[config.mk]
export PLATFORM = sky130hd
export DESIGN_NAME = lv_mult_sched
export DESIGN_NICKNAME = d
export VERILOG_FILES = /design/src/rtl/lv_mult_sched.sv
export SDC_FILE = /design/constraint.sdc
export NUM_CORES = 1
export LEC_CHECK = 0
export ABC_CLOCK_PERIOD_IN_PS = 1900
export CAP_MARGIN = 20
export CORE_ASPECT_RATIO = 1.75
export CORE_MARGIN = 8
export CORE_UTILIZATION = 36
export DETAILED_ROUTE_END_ITERATION = 8
export PLACE_DENSITY_LB_ADDON = 0.1
export SKIP_CTS_REPAIR_TIMING = 1
export SYNTH_ARGS = -nofsm -noshare
export SYNTH_HDL_FRONTEND = slang
export SYNTH_SLANG_ARGS = --single-unit
[constraint.sdc]
create_clock -name LV_MULT_SCHED_CLOCK_50 -period 1.9 [get_ports LV_MULT_SCHED_CLOCK_50]
set_input_delay 0.475 -clock LV_MULT_SCHED_CLOCK_50 [delete_from_list [all_inputs] [get_ports LV_MULT_SCHED_CLOCK_50]]
set_output_delay 0.475 -clock LV_MULT_SCHED_CLOCK_50 [all_outputs]
set_load 0.05 [all_outputs]
[src/rtl/lv_mult_sched.sv]
// rtl/lv_mult_sched.sv - time-shared VX/VY/WZ fixed-point multiply scheduler (optional LV_MULT_SCHED_SATURATE_EN)
module lv_mult_sched #(
    parameter int                  N_WIDTH        = 17,
    parameter int                  Q_WIDTH        = 8,
    parameter logic [N_WIDTH-1:0]  K_VXY          = 17'h000E8,
    parameter logic [N_WIDTH-1:0]  K_WZ           = 17'h0000E,
    parameter int                  TIMEOUT_CYCLES = 64
) (
    input  logic               LV_MULT_SCHED_CLOCK_50,
    input  logic               LV_MULT_SCHED_RESET_InLow,
    input  logic               LV_MULT_SCHED_valid_InHigh,
    output logic               LV_MULT_SCHED_ready_OutHigh,
    input  logic [N_WIDTH-1:0] LV_MULT_SCHED_SUMVX_InBus,
    input  logic [N_WIDTH-1:0] LV_MULT_SCHED_SUMVY_InBus,
    input  logic [N_WIDTH-1:0] LV_MULT_SCHED_SUMWZ_InBus,
    output logic               LV_MULT_SCHED_MULTSTART_Out,
    output logic [N_WIDTH-1:0] LV_MULT_SCHED_MULTA_OutBus,
    output logic [N_WIDTH-1:0] LV_MULT_SCHED_MULTB_OutBus,
    input  logic               LV_MULT_SCHED_MULTDONE_InHigh,
    input  logic [N_WIDTH-1:0] LV_MULT_SCHED_MULTRES_InBus,
    input  logic               LV_MULT_SCHED_MULTOVF_InHigh,
    output logic [N_WIDTH-1:0] LV_MULT_SCHED_VX_OutBus,
    output logic [N_WIDTH-1:0] LV_MULT_SCHED_VY_OutBus,
    output logic [N_WIDTH-1:0] LV_MULT_SCHED_WZ_OutBus,
    output logic               LV_MULT_SCHED_valid_OutHigh,
    output logic [2:0]         LV_MULT_SCHED_ovf_OutBus,
    output logic               LV_MULT_SCHED_timeout_OutHigh
);

    localparam int            CW        = $clog2(TIMEOUT_CYCLES + 1);
    localparam logic [CW-1:0] CNT_MASK  = CW'(2);
    localparam logic [CW-1:0] CNT_LAST  = CW'(TIMEOUT_CYCLES - 1);

    // The fraction width only matters to the external multiplier; reject nonsense at elaboration.
    if (Q_WIDTH >= N_WIDTH - 1) begin : g_q_width_check
        $error("Q_WIDTH must leave at least one integer magnitude bit");
    end

    typedef enum logic [2:0] {
        IDLE    = 3'd0,
        ISSUE   = 3'd1,
        WAIT    = 3'd2,
        CAPTURE = 3'd3,
        PUBLISH = 3'd4
    } state_t;

    state_t             state_q, state_d;
    logic [1:0]         ch_q, ch_d;
    logic [CW-1:0]      cnt_q, cnt_d;
    logic [N_WIDTH-1:0] op_q [3];
    logic [N_WIDTH-1:0] op_d [3];
    logic [N_WIDTH-1:0] res_q [3];
    logic [N_WIDTH-1:0] res_d [3];
    logic [2:0]         ovf_q, ovf_d;
    logic               to_q, to_d;
    logic               ready_q, ready_d;
    logic               start_q, start_d;
    logic               valid_q, valid_d;
    logic [N_WIDTH-1:0] mult_a_q, mult_a_d;
    logic [N_WIDTH-1:0] mult_b_q, mult_b_d;
    logic [N_WIDTH-1:0] vx_q, vx_d, vy_q, vy_d, wz_q, wz_d;
    logic [N_WIDTH-1:0] cap_val;

    // Value written into the result shadow: raw product, or clamped magnitude on overflow.
    always_comb begin
`ifdef LV_MULT_SCHED_SATURATE_EN
        if (LV_MULT_SCHED_MULTOVF_InHigh) begin
            cap_val = {LV_MULT_SCHED_MULTRES_InBus[N_WIDTH-1], {(N_WIDTH-1){1'b1}}};
        end else begin
            cap_val = LV_MULT_SCHED_MULTRES_InBus;
        end
`else
        cap_val = LV_MULT_SCHED_MULTRES_InBus;
`endif
    end

    // Next-state logic: sequence VX -> VY -> WZ through the shared multiplier, then publish.
    always_comb begin
        state_d  = state_q;
        ch_d     = ch_q;
        cnt_d    = cnt_q;
        op_d     = op_q;
        res_d    = res_q;
        ovf_d    = ovf_q;
        to_d     = to_q;
        vx_d     = vx_q;
        vy_d     = vy_q;
        wz_d     = wz_q;
        valid_d  = 1'b0;
        mult_a_d = mult_a_q;
        mult_b_d = mult_b_q;

        case (state_q)
            IDLE: begin
                if (LV_MULT_SCHED_valid_InHigh && ready_q) begin
                    op_d[0] = LV_MULT_SCHED_SUMVX_InBus;
                    op_d[1] = LV_MULT_SCHED_SUMVY_InBus;
                    op_d[2] = LV_MULT_SCHED_SUMWZ_InBus;
                    ovf_d   = 3'b000;
                    to_d    = 1'b0;
                    ch_d    = 2'd0;
                    state_d = ISSUE;
                end
            end
            ISSUE: begin
                cnt_d   = '0;
                state_d = WAIT;
            end
            WAIT: begin
                cnt_d = cnt_q + CW'(1);
                // The first two WAIT cycles may still see the previous product's complete flag.
                if (LV_MULT_SCHED_MULTDONE_InHigh && (cnt_q >= CNT_MASK)) begin
                    state_d = CAPTURE;
                end else if (cnt_q == CNT_LAST) begin
                    to_d    = 1'b1;
                    state_d = IDLE;
                end
            end
            CAPTURE: begin
                case (ch_q)
                    2'd0:    begin res_d[0] = cap_val; ovf_d[0] = LV_MULT_SCHED_MULTOVF_InHigh; end
                    2'd1:    begin res_d[1] = cap_val; ovf_d[1] = LV_MULT_SCHED_MULTOVF_InHigh; end
                    default: begin res_d[2] = cap_val; ovf_d[2] = LV_MULT_SCHED_MULTOVF_InHigh; end
                endcase
                if (ch_q == 2'd2) begin
                    state_d = PUBLISH;
                end else begin
                    ch_d    = ch_q + 2'd1;
                    state_d = ISSUE;
                end
            end
            PUBLISH: begin
                vx_d    = res_q[0];
                vy_d    = res_q[1];
                wz_d    = res_q[2];
                valid_d = 1'b1;
                state_d = IDLE;
            end
            default: state_d = IDLE;
        endcase

        // Operands are loaded on entry to ISSUE and held until the product is captured.
        if ((state_d == ISSUE) && (state_q != ISSUE)) begin
            case (ch_d)
                2'd0:    begin mult_a_d = op_d[0]; mult_b_d = K_VXY; end
                2'd1:    begin mult_a_d = op_d[1]; mult_b_d = K_VXY; end
                default: begin mult_a_d = op_d[2]; mult_b_d = K_WZ;  end
            endcase
        end

        start_d = (state_d == ISSUE);
        ready_d = (state_d == IDLE);
    end

    // State and datapath registers; reset discards any partially computed sample.
    always_ff @(posedge LV_MULT_SCHED_CLOCK_50 or negedge LV_MULT_SCHED_RESET_InLow) begin
        if (!LV_MULT_SCHED_RESET_InLow) begin
            state_q  <= IDLE;
            ch_q     <= 2'd0;
            cnt_q    <= '0;
            for (int i = 0; i < 3; i++) begin
                op_q[i]  <= '0;
                res_q[i] <= '0;
            end
            ovf_q    <= 3'b000;
            to_q     <= 1'b0;
            ready_q  <= 1'b1;
            start_q  <= 1'b0;
            valid_q  <= 1'b0;
            mult_a_q <= '0;
            mult_b_q <= '0;
            vx_q     <= '0;
            vy_q     <= '0;
            wz_q     <= '0;
        end else begin
            state_q  <= state_d;
            ch_q     <= ch_d;
            cnt_q    <= cnt_d;
            op_q     <= op_d;
            res_q    <= res_d;
            ovf_q    <= ovf_d;
            to_q     <= to_d;
            ready_q  <= ready_d;
            start_q  <= start_d;
            valid_q  <= valid_d;
            mult_a_q <= mult_a_d;
            mult_b_q <= mult_b_d;
            vx_q     <= vx_d;
            vy_q     <= vy_d;
            wz_q     <= wz_d;
        end
    end

    assign LV_MULT_SCHED_ready_OutHigh   = ready_q;
    assign LV_MULT_SCHED_MULTSTART_Out   = start_q;
    assign LV_MULT_SCHED_MULTA_OutBus    = mult_a_q;
    assign LV_MULT_SCHED_MULTB_OutBus    = mult_b_q;
    assign LV_MULT_SCHED_VX_OutBus       = vx_q;
    assign LV_MULT_SCHED_VY_OutBus       = vy_q;
    assign LV_MULT_SCHED_WZ_OutBus       = wz_q;
    assign LV_MULT_SCHED_valid_OutHigh   = valid_q;
    assign LV_MULT_SCHED_ovf_OutBus      = ovf_q;
    assign LV_MULT_SCHED_timeout_OutHigh = to_q;

endmodule

==> run metrics, run 1 <==
status complete, no violations; Setup crit start kind input pin; crit path from LV_MULT_SCHED_valid_InHigh; Pre-antenna DRT Iters 5; number of vias per cell 4.796; Reg power frac approximately 36%; gpl congestion about 0.82; Synth Area in Simple Gates ~13%; peak supply drop 0.6647 mV; Cells after Synth ~650; FMAX around 0.55 GHz; Initial Utilization 36.46%; CP Data Arrival Time between 2 and 2.5 ns; minimum clock period after layout between 1.5 and 2 ns; hpwl dp approximately 14 mm; Longest Clk Path Bufs 2; Synth Area in Compound Gates 4.450%; mean post-synth cell area 12.41 um2; GR Util met2 27.77%; Reg2Reg Launch Point LV_MULT_SCHED_ready_OutHigh$_DFF_PN1_; final setup vio count 0; max_cap viols 0; first-pass GRT wire length roughly 33 mm; layer with the highest usage met2; Hold Crit Depth 2; mux cell area share after synthesis between 10% and 20%; Starting DRT DRC Count between 200 and 300; largest net degree at the start of global routing 53; gr ovfl total 0; Post-DRT Antenna Nets 0; worst path cell trace clkdlybuf4s50_1 > nand4bb_4 > nor2_4 > buf_6 > buf_12 > mux2_2 > nand2_1 > a31oi_1; total track usage between 10% and 20%; CP endpoint LV_MULT_SCHED_MULTA_OutBus[10]$_DFFE_PN0P_; #FFs+latches synth between 150 and 200; # rows ~70; layout overhead on the synthesized area 32.90%; synth warn 0; Layout Skew about 0.0094 ns; largest family of logic cells by synthesized area multiplexers; Clock power frac 19.1%; PnR Total Power ~19 mW; Int Pwr 11.28 mW; final WL 20.16 mm; Net Sw Power approximately 7.5 mW; Die ar. between 20,000 and 30,000 um2; Slew Viols, Final 0; GRT met3 Usage about 4.3%; vias in the first global route roughly 6,100; Final Instance Area 10,650 um2; RSZ-0062 raised after global routing yes; layout cells sized above 1 roughly 36%; total CTS buffers 17; Final Hold Violating Endpoints 0; Tcrit/Tclk final a little over nine tenths; Hold Path Origin op_q[36]$_DFF_PN0_; Worst Setup End Kind flop; sequential area share after synthesis between 50% and 60%; xor/xnor share of the synthesized area 0%; asr flop ratio synth 100.0%; PD cells 1760 nW/um2; Place WS -0.4269 ns; total number of vias ~5,500; clock latency on the worst-skew pair around 0.43 ns; die width roughly 130 um; worst reg2reg endpoint LV_MULT_SCHED_MULTA_OutBus[10]$_DFFE_PN0P_; Layout Cells excl Fill ~1,100; Num Clock Sinks between 150 and 200; P_leak 5.060 nW; FF-to-FF setup slack approximately 0.10 ns; Required @ worst endpoint between 2 and 2.5 ns; Distinct cells, synth between 50 and 60; EDFF count, synth 0; initial antenna violation count 0; Crit Path Max Fanout 22; Inst Count DP about 1,100; Chip Height between 200 and 250 um; Synth Cell Area 8014 um2; Top FF cell, synth dfrtp_1; Worst-path clk slew about 0.070 ns; post-synthesis adder-cell area fraction 0.9368%; CP max stage delay ~0.52 ns; drt drc 0; # H-tree levels 4; slowest CP cell clkdlybuf4s50_1; kind of critical path in2reg; Core ar. about 22,000 um2; CP top delay family buffers and inverters; cells on worst reg2reg path 7; Crit path depth 8; Hold Crit Class reg2reg; switch share approximately 40%; Comb power frac 44.5%; Nets slightly above 900; Global Route met1 Usage between 15 and 20%; CTS tree done; CTS root buffer clkbuf_16; setup TNS 0 ns; buffers and inverters on the worst path 3; placed inst area 9970 um2; Ports between 150 and 200; Port Buf Inserts ~150; Routed WL per cell about 18 um; Worst Slack Setup Final approximately 0.072 ns
==> power by group through the flow <==
| stage | registers (mW) | logic, mW | clock network (mW) |
|---|---|---|---|
| after floorplan | 8.80 | 3.52 | 0 |
| after global routing | 7.06 | 8.99 | 3.85 |
| final | 6.82 | 8.35 | 3.58 |
| after CTS | 6.83 | 8.32 | 3.71 |
| after detailed placement | 6.90 | 8.32 | 0 |
| after global placement | 6.82 | 8.15 | 0 |
==> Yosys cell counts, types with 2 or more instances <==
cell type / instances / area share, %
ha_1: 6 / 0.94
and3_1: 12 / 0.94
nor2_1: 26 / 1.2
nand2b_1: 3 / 0.23
buf_4: 26 / 2.4
buf_1: 3 / 0.14
a221oi_1: 5 / 0.55
and2_1: 2 / 0.16
a31oi_1: 15 / 1.2
buf_2: 12 / 0.75
o21ai_0: 12 / 0.75
a21oi_1: 7 / 0.44
a211oi_1: 2 / 0.19
mux2_4: 8 / 1.5
nand4_1: 3 / 0.23
buf_6: 4 / 0.56
dfrtp_1: 191 / 60
nand3_1: 30 / 1.9
mux2_2: 109 / 15
a22oi_1: 4 / 0.37
inv_1: 3 / 0.14
mux2_1: 3 / 0.42
nand2_1: 128 / 6.0
nand2_2: 2 / 0.16
==> per-stage QoR <==
step | hold WS, ns | util, %
2_1_floorplan | 0.1794 | -
3_3_place_gp | 0.4493 | 45.36
3_5_place_dp | 0.4533 | 45.36
4_1_cts | -0.02907 | 48.04
5_1_grt | 0.4868 | 48.44
6_report | 0.4697 | 48.45
==> state kept, by name, indices dropped and copies added, names as in the netlist, 3 cells and up <==
register / cells
LV_MULT_SCHED_VX_OutBus: 17
LV_MULT_SCHED_MULTB_OutBus: 3
LV_MULT_SCHED_ovf_OutBus: 3
res_q: 51
LV_MULT_SCHED_VY_OutBus: 17
cnt_q: 7
LV_MULT_SCHED_MULTA_OutBus: 17
op_q: 51
LV_MULT_SCHED_WZ_OutBus: 17
state_q: 3
==> placed cells by master (no fill, tap or decap), types with 2 or more instances in the layout <==
master           netlist  layout
mux2_1                 3       3
clkbuf_16              0      17
ha_1                   6       5
mux2_4                 8       8
nand2_1              128     128
buf_6                  4       2
o21ai_0               12      12
clkinv_2               0       3
buf_12                 1      14
nor2_1                26      25
clkinvlp_4             0       3
clkdlybuf4s50_1        0      71
nand4_1                3       3
clkbuf_8               0       3
bufinv_16              0       2
mux2_2               109     109
a221oi_2               0       5
nand3_1               30      30
a31oi_1               15      15
nand2b_1               3       3
nand2_2                2       2
clkinv_4               0       2
inv_6                  0       2
and3_1                12      12
buf_4                 26     114
a21oi_1                7       7
a22oi_1                4       4
dfrtp_1              191     191
inv_1                  3       3
conb_1                 1      11
==> cell type report <==
| type | instances | area (um2) |
|---|---|---|
| fillers | 2045 | 11330 |
| flip-flops and latches | 192 | 4806 |
| multi-input cells | 413 | 2959 |
| repair buffers | 204 | 1908 |
| clock buffers | 20 | 456.7 |
| well taps | 296 | 370.4 |
| clock inverters | 12 | 132.6 |
| inverters | 4 | 15.01 |
| diodes | 1 | 2.502 |
==> worst min path at each step <==
stage | endpoint | slack (ns)
after detailed placement | LV_MULT_SCHED_WZ_OutBus[5]$_DFFE_PN0P_ | 0.45
after floorplan | LV_MULT_SCHED_MULTA_OutBus[0]$_DFFE_PN0P_ | 0.18
after global placement | LV_MULT_SCHED_WZ_OutBus[5]$_DFFE_PN0P_ | 0.45
after global routing | op_q[22]$_DFF_PN0_ | 0.49
after CTS | LV_MULT_SCHED_VY_OutBus[3]$_DFFE_PN0P_ | -0.03
final | op_q[36]$_DFF_PN0_ | 0.47
==> worst register-to-register path, cell delays in order, from the launching register on <==
cell,delay [ns]
dfstp_2,0.56
nand4bb_4,0.16
nor2_4,0.14
buf_6,0.14
buf_12,0.17
mux2_2,0.37
nand2_1,0.07
a31oi_1,0.08
==> layer usage <==
metal  routed length (um)  vias up  share of wire, %
li1                     -     2572                 -
met1                 7958     2756                39
met2                10830      127                54
met3                 1042       22               5.2
met4                  329        0               1.6
met5                    0        -                 0
==> logic make-up (layout without fill, tap and decap cells) <==
logic type	count (synthesis)	after routing
DFF	192	192
muxes	121	121
adders and majority gates	6	6
other	1	12
and+or+nand+nor	221	221
AOI/OAI and AO/OA	54	54
buffers and inverters	51	240
(Power assumes the default switching activity.)
==> run 2: changes to the inputs <==
Settings changed: ABC_CLOCK_PERIOD_IN_PS 1900 to not set.
==> results of run 2 <==
The final DEF is identical to that of run 1; final timing and power are the same.
